==> config.mk <==
export PLATFORM = sky130hd
export DESIGN_NAME = panel_input_port
export DESIGN_NICKNAME = d
export VERILOG_FILES = /design/src/rtl/panel_input_port.sv
export SDC_FILE = /design/constraint.sdc
export NUM_CORES = 1
export LEC_CHECK = 0
export CAP_MARGIN = 15
export CORE_ASPECT_RATIO = 1.5
export CORE_MARGIN = 10
export CORE_UTILIZATION = 55
export CTS_CLUSTER_SIZE = 8
export DETAILED_ROUTE_END_ITERATION = 6
export PLACE_DENSITY = 0.76
export SYNTH_ARGS = -nofsm -noshare
export SYNTH_HDL_FRONTEND = slang
export SYNTH_SLANG_ARGS = --single-unit
==> constraint.sdc <==
create_clock -name CLK_12MHz -period 1.7 [get_ports CLK_12MHz]
set_input_delay 0.34 -clock CLK_12MHz [delete_from_list [all_inputs] [get_ports CLK_12MHz]]
set_output_delay 0.34 -clock CLK_12MHz [all_outputs]
set_load 0.03 [all_outputs]
==> src/rtl/panel_input_port.sv <==
// -----------------------------------------------------------------------------
// panel_input_port
//   Read side of the board front panel. Synchronizes and debounces six
//   active-low pushbuttons and eight DIP switches, detects debounced button
//   presses, keeps sticky per-button press flags and exposes flags, button
//   levels and DIP levels as read-only registers on the CPU data bus.
//
// Ports
//   CLK_12MHz  in   system clock
//   RST_N      in   asynchronous active-low reset
//   Switch     in   [5:0] raw pushbuttons, 0 = pressed, asynchronous
//   DPSwitch   in   [7:0] raw DIP switches, 1 = on, asynchronous
//   rd_en      in   one-cycle read strobe
//   rd_addr    in   [7:0] read address, sampled with rd_en
//   rd_data    out  [7:0] registered read data
//   rd_valid   out  one-cycle pulse, rd_data valid
//   rd_hit     out  address decoded by this block (qualifies rd_valid)
//   btn_level  out  [5:0] debounced button state, 1 = pressed
//   btn_press  out  [5:0] one-cycle pulse per debounced press
//   irq        out  OR of all sticky press flags (combinational)
// -----------------------------------------------------------------------------
module panel_input_port #(
  parameter int unsigned DEBOUNCE_CYCLES = 120000,
  parameter int unsigned CNT_W           = 17,
  parameter logic [7:0]  FLAG_ADDR       = 8'hF6,
  parameter logic [7:0]  DIP_ADDR        = 8'hF7,
  parameter logic [7:0]  LEVEL_ADDR      = 8'hF8
) (
  input  logic       CLK_12MHz,
  input  logic       RST_N,
  input  logic [5:0] Switch,
  input  logic [7:0] DPSwitch,
  input  logic       rd_en,
  input  logic [7:0] rd_addr,
  output logic [7:0] rd_data,
  output logic       rd_valid,
  output logic       rd_hit,
  output logic [5:0] btn_level,
  output logic [5:0] btn_press,
  output logic       irq
);

  localparam int unsigned N_BTN  = 6;
  localparam int unsigned N_DIP  = 8;
  localparam int unsigned N_IN   = N_BTN + N_DIP;
  localparam int unsigned DATA_W = 8;
  localparam int unsigned PAD_W  = DATA_W - N_BTN;

  // Terminal count: the sample that reaches it is the DEBOUNCE_CYCLES-th
  // consecutive differing sample, so the stable level flips on it.
  localparam logic [CNT_W-1:0] CNT_TERM = CNT_W'(DEBOUNCE_CYCLES - 1);

  // ---------------------------------------------------------------------------
  // Two-flop synchronizers; reset loads the "released" pin levels.
  // ---------------------------------------------------------------------------
  logic [N_BTN-1:0] btn_meta;
  logic [N_BTN-1:0] btn_sync;
  logic [N_DIP-1:0] dip_meta;
  logic [N_DIP-1:0] dip_sync;

  always_ff @(posedge CLK_12MHz or negedge RST_N) begin
    if (!RST_N) begin
      btn_meta <= '1;
      btn_sync <= '1;
      dip_meta <= '0;
      dip_sync <= '0;
    end else begin
      btn_meta <= Switch;
      btn_sync <= btn_meta;
      dip_meta <= DPSwitch;
      dip_sync <= dip_meta;
    end
  end

  // Internal polarity: buttons inverted so 1 = pressed for every input.
  logic [N_IN-1:0] sync_vec;
  assign sync_vec = {dip_sync, ~btn_sync};

  // ---------------------------------------------------------------------------
  // Per-input debounce: counter runs only while the synchronized level
  // differs from the stable level; any agreement restarts from zero.
  // ---------------------------------------------------------------------------
  logic [N_IN-1:0] stable_q;
  logic [N_IN-1:0] stable_d;

  for (genvar i = 0; i < N_IN; i++) begin : g_db
    logic [CNT_W-1:0] cnt_q;
    logic [CNT_W-1:0] cnt_d;
    logic             bit_d;

    // Next count and next stable bit for this input.
    always_comb begin
      cnt_d = '0;
      bit_d = stable_q[i];
      if (sync_vec[i] != stable_q[i]) begin
        if (cnt_q == CNT_TERM) begin
          bit_d = sync_vec[i];
        end else begin
          cnt_d = cnt_q + CNT_W'(1);
        end
      end
    end

    always_ff @(posedge CLK_12MHz or negedge RST_N) begin
      if (!RST_N) begin
        cnt_q <= '0;
      end else begin
        cnt_q <= cnt_d;
      end
    end

    assign stable_d[i] = bit_d;
  end

  // Debounced state register for all fourteen inputs.
  always_ff @(posedge CLK_12MHz or negedge RST_N) begin
    if (!RST_N) begin
      stable_q <= '0;
    end else begin
      stable_q <= stable_d;
    end
  end

  logic [N_DIP-1:0] dip_level;
  assign btn_level = stable_q[N_BTN-1:0];
  assign dip_level = stable_q[N_IN-1:N_BTN];

  // ---------------------------------------------------------------------------
  // Press detection: rising edge of the debounced level, one cycle later.
  // ---------------------------------------------------------------------------
  logic [N_BTN-1:0] btn_prev;

  always_ff @(posedge CLK_12MHz or negedge RST_N) begin
    if (!RST_N) begin
      btn_prev  <= '0;
      btn_press <= '0;
    end else begin
      btn_prev  <= btn_level;
      btn_press <= btn_level & ~btn_prev;
    end
  end

  // ---------------------------------------------------------------------------
  // Read decode for the current cycle's request.
  // ---------------------------------------------------------------------------
  logic              rd_hit_c;
  logic [DATA_W-1:0] rd_mux_c;
  logic              flag_clr_c;
  logic [N_BTN-1:0]  sticky_q;

  always_comb begin
    rd_hit_c   = 1'b0;
    rd_mux_c   = '0;
    flag_clr_c = 1'b0;
    if (rd_en) begin
      case (rd_addr)
        FLAG_ADDR: begin
          rd_hit_c   = 1'b1;
          rd_mux_c   = {PAD_W'(0), sticky_q};
          flag_clr_c = 1'b1;
        end
        DIP_ADDR: begin
          rd_hit_c = 1'b1;
          rd_mux_c = dip_level;
        end
        LEVEL_ADDR: begin
          rd_hit_c = 1'b1;
          rd_mux_c = {PAD_W'(0), btn_level};
        end
        default: begin
          rd_hit_c = 1'b0;
          rd_mux_c = '0;
        end
      endcase
    end
  end

  // ---------------------------------------------------------------------------
  // Sticky flags: a press in the same cycle as a flag read survives the clear.
  // ---------------------------------------------------------------------------
  logic [N_BTN-1:0] sticky_d;
  assign sticky_d = (flag_clr_c ? '0 : sticky_q) | btn_press;

  always_ff @(posedge CLK_12MHz or negedge RST_N) begin
    if (!RST_N) begin
      sticky_q <= '0;
    end else begin
      sticky_q <= sticky_d;
    end
  end

  assign irq = |sticky_q;

  // ---------------------------------------------------------------------------
  // Read response registers; rd_data holds between reads.
  // ---------------------------------------------------------------------------
  always_ff @(posedge CLK_12MHz or negedge RST_N) begin
    if (!RST_N) begin
      rd_valid <= 1'b0;
      rd_hit   <= 1'b0;
      rd_data  <= '0;
    end else begin
      rd_valid <= rd_en;
      rd_hit   <= rd_hit_c;
      if (rd_en) begin
        rd_data <= rd_mux_c;
      end
    end
  end

endmodule

* After elaboration in Yosys (flattened, before gate mapping)
Cells that the tools add are included.
** Word-level totals
- Bits in registers :: 308
- Input port bits :: 25
- Output and inout bits :: 23
- Word-level logic and storage cells :: 137
** Operators by class
- Add/subtract/negate cells :: 14
- Equality and inequality tests :: 31
- Muxes and demuxes :: 34
- Bitwise logic cells :: 4
- Reductions and logical operators :: 16
** Operators with widths (count)
- 17-bit two-way mux :: 28
- 17-bit by 1-bit adder with 17-bit output, second input constant :: 14
- 17-bit == test, second input constant :: 14
- 2-bit AND reduction :: 14
- 8-bit == test, second input constant :: 3
- 8-bit one-hot mux with 3 select lines :: 1
- 1-bit inequality test :: 14
- 6-bit inverter :: 2
- 6-bit bitwise AND :: 1
- 6-bit two-way mux :: 1
- 6-bit OR :: 1
- 6-bit OR reduction :: 1
- 1-bit two-way mux :: 4
- 3-bit OR reduction :: 1

* Longest topological paths before layout
- Depth in word-level cells :: 5
- Mapped depth :: 7
- Mapped depth without buffers :: 5

* Least setup slack after synthesis
No wires, ideal clock.
- Path type :: flip-flop to flip-flop
- Start :: register g_db[1].cnt_q[13]
- End :: register g_db[1].cnt_q[9]
- Setup time :: 119 ps
- Arrival time :: 1719 ps
- Required time :: 1581 ps
- Setup slack :: -138 ps
- Cell stages (with the launch flop) :: 6
- Buffers on the path :: 1
- Clock period less this slack :: 1838 ps
- Path through :: dfrtp_1 -> or4b_1 -> or4_4 -> nand2_4 -> buf_8 -> nor2_1
** On the way
- Longest elaborated chain between the ends :: 3
** Ends and longest elaborated chain
- start: declaration :: RTL line 87 : logic [CNT_W-1:0] cnt_q;
- start signal: assignment :: RTL line 108 : cnt_q <= cnt_d;
- 17-bit == test :: RTL line 96 : if (cnt_q == CNT_TERM) begin
- 17-bit two-way mux :: RTL line 96
- 17-bit two-way mux :: RTL line 95 : if (sync_vec[i] != stable_q[i]) begin
- named net g_db[1].cnt_d[9] :: RTL line 88 : logic [CNT_W-1:0] cnt_d;
The timed path passes the listed nets, and every way through them passes these cells.
A chain may end at the register's enable or synchronous reset.

* Worst setup path in the final report
- Start :: register g_db[7].cnt_q[13]
- End :: register g_db[7].cnt_q[16]
** On the way
- Longest elaborated chain between the ends :: 3
- Elaborated cells between the ends (all ways) :: 4
- Classes of those cells :: 1 x add/sub; 1 x eq/ne; 2 x mux
** Ends and longest elaborated chain (RTL line)
- start: declaration :: 87
- start signal: assignment :: 108
- 17-bit by 1-bit adder with 17-bit output / 17-bit == test (equally long branches) :: 99, 96
- 17-bit two-way mux (*) :: 96
- 17-bit two-way mux (*) :: 95
- named net g_db[7].cnt_d[16] :: 88
The timed path passes the listed nets; every way through them passes the cells marked *.

==> flow_summary.ini <==
[run_status]
status = finished with violations
violations = setup timing

[global_route]
grt-ovfl-total = 0
grt_max_degree = 60
grt_pass1_wl_mm = 53.3
antenna_found_initial = 0
grt_pass1_vias = 11300
grt_usage_pct = 19.3

[pwr]
ir_worst_vdd_v = 0.000743
p_leak_nw = 7.59
power_density_nw_per_um2 = 892

[timing]
fin_crit_sh_pct = 109
final.setup.worst_slack_ns = -0.152
rsz0062_at_grt = true
clock_skew_ns = 0.0130
setup_viol = 44
final_max_slew_viol_count = 0
fmax_ghz = 0.540
setup_tns_ns = -3.08
worstMarginPinSlew_ns = 0.703
fin_crit_ns = 1.85
hold_violations = 0
worst_slew_margin_rel_pct = 52.8

[yosys]
yosys_warnings = 0
syn_inst = 1373
syn_nets = 1412
yosysTopAreaCellShare_pct = 51.8
synth_top_family_by_area = simple AND/OR/NAND/NOR gates
ys.flop_type = dfrtp_1
netlist_area_um2 = 14300
synth_xor_area_share_pct = 12.6
synth_seq_cells = 308
synth.yosys.seq_area_share_pct = 54.0
synth_compound_area_share_pct = 3.79
synth_simple_gate_area_share_pct = 24.8
avgSynthCellArea_um2 = 10.4
synthMuxAreaShare_pct = 0.771
synth_area_leaders = dfrtp_1 (52%), xnor2_1 (9.4%), nor2_1 (6.8%)
synthDistinctLibCells = 55
synth_edf_count = 0
synth-adder-area-share_pct = 1.23
synth_top_area_cell = dfrtp_1
synthArstFlopShare_pct = 100

[detailed_routing]
firstDrtPassIters = 5
first_iter_violations = 653
wl_mm = 32.6
wire_per_inst_um = 16.7
vias = 11100
routed_via_density = 5.67
postRouteAntennaNets = 0
drc = 0

[critical_path]
crit_chain = or4bb_4 -> nor4_4 -> or2_4 -> buf_12 -> buf_12 -> a21oi_2
path_max_fanout = 5
crit_type = flop to flop
cp-start-kind = flop
crit_top_cell = buf_12
end_kind = flop
critical_path_required_ns = 2.11
crit_arrival_ns = 2.26
critPathSlowestCell = or4bb_4
slowest_delay_ns = 0.56

[floorplan]
rows = 72
die_area_um2 = 33000
ios = 48
die_h_um = 217
core-area_um2 = 25700
initial_utilization_pct = 55.7
dieWidth_um = 152

[cts]
ctsLongestPathBuffers = 3
cts.sinks = 308
cts_made_buffers = 44
clk_pin_slew_ns = 0.05
cts-root-buf = clkbuf_16
htree_levels = 2
tritoncts = built
clk_latency_ns = 0.53

[place]
dpl.hpwl_mm = 20.8
placed_area_um2 = 16200
gp_congestion = 0.861
portBuffers = 47
placed_cells = 1861

[layout]
final_cell_area_um2 = 18200
finalNetCount = 1629
stdcell_count = 1948
final_core_util_pct = 71.0
syn_to_final_growth_pct = 27.5
n_antenna_cell = 0
drive_gt1_share_pct = 21.9

[run]
drv_cap = 0

[worst_hold_path]
min_path_type = input port to flop
-- worst max-delay path, delay by kind of cell, from the launching register on --
family	cells	cell delay (ns)
AND/OR/NAND/NOR	3	1.07
flip-flops	1	0.38
AO/OA/AOI/OAI	1	0.03
buffers and inverters	2	0.24
-- through the flow --
stage               hold slack, ns  setup WS [ns]  power (mW)
detailed placement           0.245         -0.256        8.34
global placement             0.240         -0.225        8.32
floorplan                   0.0444        -0.0313        7.94
CTS                          0.197         -0.269        16.3
global route                 0.205         -0.212        16.8
finish                       0.220         -0.152        16.2
-- final timing paths --
kind                       cells past startpoint              start  slack, ns                 end
max reg2reg                                    6  g_db[7].cnt_q[13]      -0.15   g_db[7].cnt_q[16]
min                                            1          Switch[5]       0.22         btn_meta[5]
min in group asynchronous                      2              RST_N       0.28  g_db[12].cnt_q[12]
max                                            6  g_db[7].cnt_q[13]      -0.15   g_db[7].cnt_q[16]
min reg2reg                                    0        btn_meta[1]       0.35         btn_sync[1]
max in group asynchronous                      3              RST_N       0.73        btn_press[4]
-- layout by cell type, fill, tap and decap left out, types with 43 or more instances in the layout --
master / netlist / final
dfrtp_1: 296 / 293
nor2_1: 257 / 211
xnor2_1: 153 / 152
buf_4: 13 / 135
nand3_1: 87 / 83
nand4_1: 66 / 66
nand2_1: 65 / 63
xor2_1: 52 / 52
clkbuf_16: 0 / 49
nor4_1: 60 / 48
nor3_1: 47 / 45
inv_1: 43 / 43
-- state kept, by name (all words and copies together), names as in the netlist, 6 cells and up --
register	flops
g_db.cnt_q	238
dip_meta	8
btn_prev	6
stable_q	14
btn_meta	6
btn_sync	6
rd_data	8
sticky_q	6
dip_sync	8
btn_press	6
-- repair_timing --
action                                 CTS  global route
setup buffers                            3             6
setup endpoints to repair               60           186
gates cloned                             3             4
endpoints found under the hold margin   28             0
pin swaps                                9            32
hold buffers                             1             0
resized for setup                       50           122
-- final cells by class --
class / instances / area (µm²)
clock buffer: 70 / 1220
clock inverter: 1 / 5.00
fill: 1760 / 7460
inverter: 43 / 161
multi-input combinational: 987 / 6760
sequential: 308 / 7730
tap: 333 / 417
timing repair buffer: 206 / 1930
-- routing by layer --
layer  vias to the layer above  share of wire (%)  global-route usage (%)
li1                       5223                  -                       -
met1                      5478                 39                    21.9
met2                       272                 54                    35.0
met3                        81                4.2                    3.49
met4                         0                3.1                    7.11
met5                         -                  0                       0
-- cells in the mapped netlist, drive strengths merged (3+ instances only) --
library cell	instances
a221o	6
clkbuf	12
or4b	4
buf	24
mux2	8
xor2	52
nand2	66
o31ai	7
nor4	60
and3	15
and4	8
dfrtp	296
o21ai	14
nand4b	8
a22oi	6
nand3	88
or4	11
nor2b	4
nand4	72
ha	14
inv	43
or4bb	4
nand3b	4
nor3	47
or2	6
xnor2	153
a21o	7
a31o	5
and4b	3
a21oi	21
or3	14
dfstp	12
nor4bb	9
nor2	257
-- logic make-up (layout without fill, tap and decap cells) --
group | Yosys count | after routing
AO/OA/AOI/OAI | 71 | 71
flip-flops | 308 | 308
multiplexers | 10 | 10
adder cells (fa/ha/maj) | 14 | 14
XOR/XNOR | 205 | 205
AND/OR/NAND/NOR | 686 | 687
buffers and inverters | 79 | 320
-- where the power goes --
group / internal (mW) / switching, mW
Clock: 4.83 / 3.06
Combinational: 0.330 / 0.431
Sequential: 7.47 / 0.115
Total: 12.6 / 3.61
(Power assumes the default switching activity.)
